[src/rtl/ex_mem_stage_reg.sv]
// EX/MEM pipeline stage register: valid/ready handshake, optional two-entry skid buffer,
// synchronous flush and control gating so an empty slot never drives memory/regfile controls.
module ex_mem_stage_reg #(
  parameter int DATA_W  = 32,
  parameter int ADDR_W  = 11,
  parameter int REG_W   = 5,
  parameter int CTRL_W  = 5,
  parameter int SKID_EN = 1
) (
  input  logic              clock,
  input  logic              reset_n,
  input  logic              in_valid,
  output logic              in_ready,
  input  logic [DATA_W-1:0] result_in,
  input  logic [DATA_W-1:0] registro_2_in,
  input  logic [ADDR_W-1:0] jump_dest_addr_in,
  input  logic              zero_signal_in,
  input  logic [REG_W-1:0]  reg_dest_in,
  input  logic [CTRL_W-1:0] ctrl_in,
  input  logic              flush,
  output logic              out_valid,
  input  logic              out_ready,
  output logic [DATA_W-1:0] result_out,
  output logic [DATA_W-1:0] registro_2_out,
  output logic [ADDR_W-1:0] jump_dest_addr_out,
  output logic              zero_signal_out,
  output logic [REG_W-1:0]  reg_dest_out,
  output logic [CTRL_W-1:0] ctrl_out,
  output logic [1:0]        occupancy
);

  // state    | meaning
  // ST_EMPTY | no entry held
  // ST_ONE   | head entry valid
  // ST_FULL  | head and skid entries valid (skid mode only)
  typedef enum logic [1:0] {ST_EMPTY = 2'd0, ST_ONE = 2'd1, ST_FULL = 2'd2} state_t;

  localparam int PW = CTRL_W + REG_W + 1 + ADDR_W + 2 * DATA_W;

  state_t          r_state, w_state_nxt;
  logic [PW-1:0]   r_head, r_skid, w_in_pl;
  logic [CTRL_W-1:0] w_h_ctrl;
  logic            w_in_xfer, w_out_xfer;
  logic            w_load_h_in, w_load_h_s, w_load_s;

  assign w_in_pl = {ctrl_in, reg_dest_in, zero_signal_in, jump_dest_addr_in,
                    registro_2_in, result_in};
  assign {w_h_ctrl, reg_dest_out, zero_signal_out, jump_dest_addr_out,
          registro_2_out, result_out} = r_head;

  assign out_valid  = (r_state != ST_EMPTY);
  assign occupancy  = r_state;
  assign ctrl_out   = out_valid ? w_h_ctrl : '0;
  assign w_in_xfer  = in_valid & in_ready;
  assign w_out_xfer = out_valid & out_ready;

  always_comb begin
    w_state_nxt = r_state;
    w_load_h_in = 1'b0;
    w_load_h_s  = 1'b0;
    w_load_s    = 1'b0;
    if (flush) begin
      w_state_nxt = ST_EMPTY;
    end else begin
      case (r_state)
        ST_EMPTY: begin
          if (w_in_xfer) begin
            w_state_nxt = ST_ONE;
            w_load_h_in = 1'b1;
          end
        end
        ST_ONE: begin
          if (w_in_xfer && w_out_xfer) begin
            w_load_h_in = 1'b1;
          end else if (w_in_xfer && (SKID_EN != 0)) begin
            w_state_nxt = ST_FULL;
            w_load_s    = 1'b1;
          end else if (w_out_xfer) begin
            w_state_nxt = ST_EMPTY;
          end
        end
        ST_FULL: begin
          if (w_out_xfer) begin
            w_state_nxt = ST_ONE;
            w_load_h_s  = 1'b1;
          end
        end
        default: w_state_nxt = ST_EMPTY;
      endcase
    end
  end

  always_ff @(posedge clock or negedge reset_n) begin
    if (!reset_n) begin
      r_state <= ST_EMPTY;
      r_head  <= '0;
      r_skid  <= '0;
    end else begin
      r_state <= w_state_nxt;
      if (w_load_h_in)     r_head <= w_in_pl;
      else if (w_load_h_s) r_head <= r_skid;
      if (w_load_s)        r_skid <= w_in_pl;
    end
  end

  // Skid mode registers in_ready so out_ready has no combinational path to the EX stage.
  generate
    if (SKID_EN != 0) begin : g_skid
      logic r_in_ready;
      always_ff @(posedge clock or negedge reset_n) begin
        if (!reset_n) r_in_ready <= 1'b1;
        else          r_in_ready <= (w_state_nxt != ST_FULL);
      end
      assign in_ready = r_in_ready;
    end else begin : g_single
      assign in_ready = ~out_valid | out_ready;
    end
  endgenerate

endmodule

[config.mk]
export PLATFORM = sky130hd
export DESIGN_NAME = ex_mem_stage_reg
export DESIGN_NICKNAME = d
export VERILOG_FILES = /design/src/rtl/ex_mem_stage_reg.sv
export SDC_FILE = /design/constraint.sdc
export NUM_CORES = 1
export LEC_CHECK = 0
export ABC_AREA = 1
export BUFFER_PORTS_ARGS = -buffer_cell sky130_fd_sc_hd__clkbuf_2
export CORE_MARGIN = 10
export CORE_UTILIZATION = 55
export CTS_CLUSTER_SIZE = 30
export DETAILED_ROUTE_END_ITERATION = 8
export PLACE_DENSITY_LB_ADDON = 0.2
export SETUP_SLACK_MARGIN = 0.15
export SLEW_MARGIN = 0
export SYNTH_ARGS = -nofsm -noshare
export SYNTH_HDL_FRONTEND = slang
export SYNTH_SLANG_ARGS = --single-unit
[constraint.sdc]
create_clock -name clock -period 2.89 [get_ports clock]
set_input_delay 0.1445 -clock clock [delete_from_list [all_inputs] [get_ports clock]]
set_output_delay 0.1445 -clock clock [all_outputs]
set_load 0.01 [all_outputs]
==> run metrics, run 1 <==
outcome=finished clean; Finished Layout Cells=1318; hold violation total from the final report=0; RR Startpoint=in_ready; GR Util All Layers=22.7%; sequential fraction of the synthesis area=53.6%; Vias/cell=5.55; GRT overflow=0; FP Rows=44; register area=0.00438 mm2; met2 WL=11200 um; Fill cells=1157; CP cell instances=nand2_1 -> nor2_4 -> nand2_4 -> buf_4 -> nand3_1 -> nand3_1; Num CTS Buffers=17; design area=0.0101 mm2; Area Overhead vs Synth=23.9%; crit end category=flop; RePlAce Congestion=0.787; fin. max-slew vios=0; Post-Syn Area=0.00817 mm2; Clock Pin Slew Worst Setup and Hold Paths=0.06 ns; Die Y=142 um; most numerous cell on the critical path=nand3_1; setup TNS=0 ns; layout cell share with drive strength beyond 1=21.2%; Cell variety after synth=16; Compound-Gate Fraction of Synth Area=0.306%; Die ar.=0.0201 mm2; largest family of logic cells by synthesized area=simple AND/OR/NAND/NOR gates; relative slew slack=31.2%; DP HPWL=13100 um; Req. time, crit path=3.18 ns; Yosys top cell area share=53.3%; clk_skew=0.00787 ns; CORE AREA=0.0145 mm2; CTS tree=yes; final wirelength=22900 um; # setup viols final=0; drc violations=0; max_cap viols=0; Synthesis Warnings=0; met3 wire len=1870 um; DP Cell Count=1201; R2R depth=6; post-CTS sizing=0; port buffer count=180; DRT antenna net count=0; Bufs on Longest Clock Path=2; hold_sp=registro_2_in[25]; global-route wire length before repair=37400 um; Seq cells post-synth=175; Worst VDD drop=0.000392 V; Clk Tree Root Cell=clkbuf_16; cell count after synthesis=971; initial antenna violation count=1; max layer used=met4; WL/cell=17.4 um; DRT Pass-1 Iters=5; CP max stage cell=dfstp_2; crit start category=flop; H-Tree Level Count=4; Vias=7321; largest cells by area after synthesis=dfrtp_1, nand3_1, nand2_1; DIE WIDTH=142 um; area of the multi-input gates=0.00286 mm2; Cells on Worst Hold Path=3; initial drt markers=582; critical path class=flop to flop; Synth Net Count=1062; Reg2Reg Setup Slack=0.91 ns; Met1 Wirelength=9410 um; Synth area leader=dfrtp_1; pwr dens=709 mW/mm2; largest net degree at the start of global routing=88; RSZ-0062 raised after global routing=false; I/O pin total=181; post-synthesis mux area share=0%; Final Cycle Share=68.5%; CP max stage delay=0.53 ns; Cell Area, Placed=0.00860 mm2; post-layout minimum cycle time=1.98 ns; most frequent cells in the layout=nand3_1, nand2_1, clkbuf_2; most common cell after layout, fill and taps aside=nand3_1; static leakage=0.00530 uW; clk_lat worst skew=0.43 ns; reg2reg end=r_head[12]; Hold WS=0.0263 ns; Mean Syn Cell Area=8.42 um2; highest clock rate=505 MHz; simple-gate share of the synthesized area=34.2%; layout net count=1212; CTS Sinks=175; maximum fanout along the worst path=50; Starting Density=56.2%; worst hold path class=primary input to flop; Synth Area in Adders=0%; Worst Tran Pin Value=1.03 ns; Util after Layout=69.7%; Synth Area in XOR/XNOR=0%; Worst Path Arrival=2.27 ns; Min-Delay Endpoint=r_skid[57]; vias in the first global route=7474
cells in the mapped netlist (all sizes together):
cell type  number
nand3         340
nand2         271
dfrtp         174
buf           121
clkbuf         31
inv            14
nor2           14
a21oi           3
o21ai           2
dfstp           1
area by class of cell:
type / instances / share of cell area, %
clock inverters: 9 / 1.75
well taps: 184 / 2.27
inverters: 14 / 0.519
clock buffers: 22 / 4.88
repair buffers: 283 / 19.1
multi-input cells: 630 / 28.2
diodes: 1 / 0.0247
flip-flops and latches: 175 / 43.3
what timing repair did:
item                      4_1_cts  5_1_grt
hold buffers                   85        0
buffers inserted                0        0
hold endpoints to repair      217        0
where the power goes:
group	internal (uW)	total (uW)	switching [uW]
Clock	1650	2590	947
Sequential	2980	3280	299
Combinational	537	1300	766
Total	5170	7180	2010
state kept, by name (all words and copies together), names as in the netlist:
name,flops
r_head,86
r_skid,86
occupancy,2
in_ready,1
how the worst max path moves through the flow:
stage | startpoint | cells after the start | to | slack (ns)
4_1_cts | in_ready | 6 | r_head[74] | 0.94
5_1_grt | in_ready | 6 | r_head[12] | 0.76
3_3_place_gp | in_ready | 8 | r_head[55] | 1.01
6_report | in_ready | 6 | r_head[12] | 0.91
2_1_floorplan | in_ready | 8 | r_head[29] | 1.40
3_5_place_dp | in_ready | 8 | r_head[55] | 0.96
worst max-delay path, delay by kind of cell (launching register included):
kind                   cells  cell delay, ns
AND/OR/NAND/NOR            5            0.95
flip-flops                 1            0.53
buffers and inverters      1            0.36
through the flow:
step	setup WS, ns	power [uW]
after floorplan	1.40	4220
after global placement	1.01	4480
after detailed placement	0.959	4530
after CTS	0.943	7200
after global routing	0.764	7540
final	0.910	7180
per-layer routing:
metal	up-vias	global-route usage, %
met5	-	0
met4	0	8.18
met3	32	6.31
met2	323	37.6
met1	3542	27.8
li1	3424	-
cells by family (layout without fill, tap and decap cells):
family          count (synthesis)  count (layout)
simple gates                  625             625
flops                         175             175
compound gates                  5               5
buf+inv                       166             328
other cells                     0               1
Note: power is estimated with default switching activity, not from simulation.
==> run 2, diff against run 1 <==
ABC_AREA = 0   (was 1)
CORE_UTILIZATION = 49   (was 55)
clock period = 1.8 ns   (was 2.89 ns; I/O delays follow)
==> run 2 against run 1 <==
Maximum frequency up 25%. Clock skew rose by 0.00084 ns. Area after synthesis is 6.4% lower. Sequential share of layout area up 1.6 points. Synthesized cell count is 32% lower. Total power up 54%. Critical path type unchanged. Highest routed layer unchanged. Worst hold slack improved by 0.22 ns.
==> run metrics, run 2 <==
# setup viols final=0; CTS Sinks=175; FP Rows=45; DRT Pass-1 Iters=5; GR Util All Layers=17.3%; H-Tree Level Count=4; reg2reg end=r_skid[22]; Vias=5324; sequential fraction of the synthesis area=57.3%; critical path startpoint=occupancy[0]; Cell variety after synth=25; Worst VDD drop=0.000644 V; WL/cell=16.9 um; layout net count=935; largest net degree at the start of global routing=105; crit start category=flop; commonest cells in the netlist=dfrtp_1, nand2_1, buf_4, a22oi_1, mux2_2; CTS tree=yes; crit end category=flop; Worst path top cell family by delay=flip-flops; fin. max-slew vios=0; GRT overflow=0; Synth Net Count=752; Bufs on Longest Clock Path=2; DRT antenna net count=0; RSZ-0062 raised after global routing=false; initial drt markers=286; clk_skew=0.00871 ns; CP cell instances=and2b_1 -> nand3_4 -> buf_12 -> mux2_2; Hold WS=0.244 ns; Mean Syn Cell Area=11.6 um2; most common cell after layout, fill and taps aside=clkbuf_2; Die Y=145 um; RePlAce Congestion=0.769; antenna cells=0; post-layout minimum cycle time=1.58 ns; Synth async-reset ratio=100%; Worst Tran Pin Value=0.552 ns; RR Startpoint=occupancy[0]; DIE WIDTH=145 um; cell with the most instances after synthesis=dfrtp_1; Reg2Reg Setup Slack=0.22 ns; Worst Path Arrival=1.88 ns; relative slew slack=63.2%; global-route wire length before repair=30000 um; most used flip-flop cell after synthesis=dfrtp_1; Yosys top cell area share=56.9%; maximum fanout along the worst path=35; Post-Syn Area=0.00765 mm2; worst hold path class=primary input to asynchronous set/reset pin; Area Overhead vs Synth=27.5%; Power, Total=11100 uW; layout cell share with drive strength beyond 1=34.0%; Clock Pin Slew Worst Setup and Hold Paths=0.06 ns; Req. time, crit path=2.10 ns; CP max stage cell=dfrtp_1; I/O pin total=181; Synthesis Warnings=0; CP Buf/Inv Count=1; highest clock rate=631 MHz; largest cells by area after synthesis=dfrtp_1, buf_4, mux2_2; Seq cells post-synth=175; static leakage=0.00489 uW; Starting Density=50.1%; setup TNS=0 ns; Num CTS Buffers=17; critical path class=flop to flop; initial antenna violation count=0; vias in the first global route=5797; R2R depth=4; final wirelength=18000 um; pwr dens=1140 mW/mm2; CP max stage delay=0.45 ns; Vias/cell=4.99; EDFF count, synth=0; max_cap viols=0; outcome=finished clean; Synth area leader=dfrtp_1; Die ar.=0.0210 mm2; setup bufs post-CTS=0; hold violation total from the final report=0; drc violations=0; Final Cycle Share=88.0%; most frequent cells in the layout=clkbuf_2, dfrtp_1, nand2_1; Clk Tree Root Cell=clkbuf_16; clk_lat worst skew=0.43 ns; cell count after synthesis=661; DP HPWL=11700 um; port buffer count=180; CORE AREA=0.0153 mm2; Fill cells=1180
-- run 2: worst max-delay path by stage --
stage,slack [ns],cells past startpoint,end
after floorplan,0.15,6,r_skid[56]
after global routing,0.15,4,r_skid[68]
after CTS,0.18,4,r_skid[63]
final,0.22,4,r_skid[22]
after global placement,0.23,4,r_skid[64]
after detailed placement,0.19,4,r_skid[63]
-- run 2: kinds of logic (layout without fill, tap and decap cells) --
family          after synthesis  after routing  share of synthesized area (%)
compound gates               89             89                           8.86
buf+inv                     121            317                           11.0
flops                       175            175                           57.3
mux                          90             90                           13.2
simple gates                186            186                           9.73
-- run 2: area by class of cell --
class | instances | area, um2 | area share (%)
repair buffers | 283 | 2060 | 21.1
inverters | 2 | 7.51 | 0.0770
clock inverters | 13 | 139 | 1.42
clock buffers | 19 | 453 | 4.64
well taps | 211 | 264 | 2.71
multi-input cells | 365 | 2450 | 25.1
flip-flops and latches | 175 | 4380 | 44.9
-- run 2: power breakdown --
group	leakage (uW)	internal (uW)	switching, uW	total (uW)
Sequential	0.00216	4880	520	5400
Clock	0.000277	2120	1520	3640
Combinational	0.00245	1060	982	2040
Total	0.00489	8060	3020	11100
-- run 2: routing by layer --
layer / up-vias / global-route usage, % / routed length, um
met5: - / 0 / 0
met4: 0 / 5.31 / 80
met3: 4 / 5.15 / 1010
met2: 142 / 28.0 / 8970
met1: 2646 / 21.7 / 7970
li1: 2532 / - / -
-- run 2: worst register-to-register path: stages, from the launching register on --
cell and delay, ns:
dfrtp_1 0.45, and2b_1 0.23, nand3_4 0.15, buf_12 0.24, mux2_2 0.40
-- run 2: stage by stage --
step	worst slack (ns)	area, um2	util (%)	std cells
after floorplan	0.154	7660	-	661
after global placement	0.235	8230	53.9	946
after detailed placement	0.194	8230	53.9	946
after CTS	0.179	9710	63.7	1067
after global routing	0.151	9760	63.9	1068
final	0.216	9760	63.9	1068
-- run 2: timing repair --
action | CTS | global route
endpoints found under the setup margin | 5 | 102
hold buffers | 89 | 0
resized for setup | 1 | 4
endpoints found under the hold margin | 349 | 0
gates cloned | 0 | 1
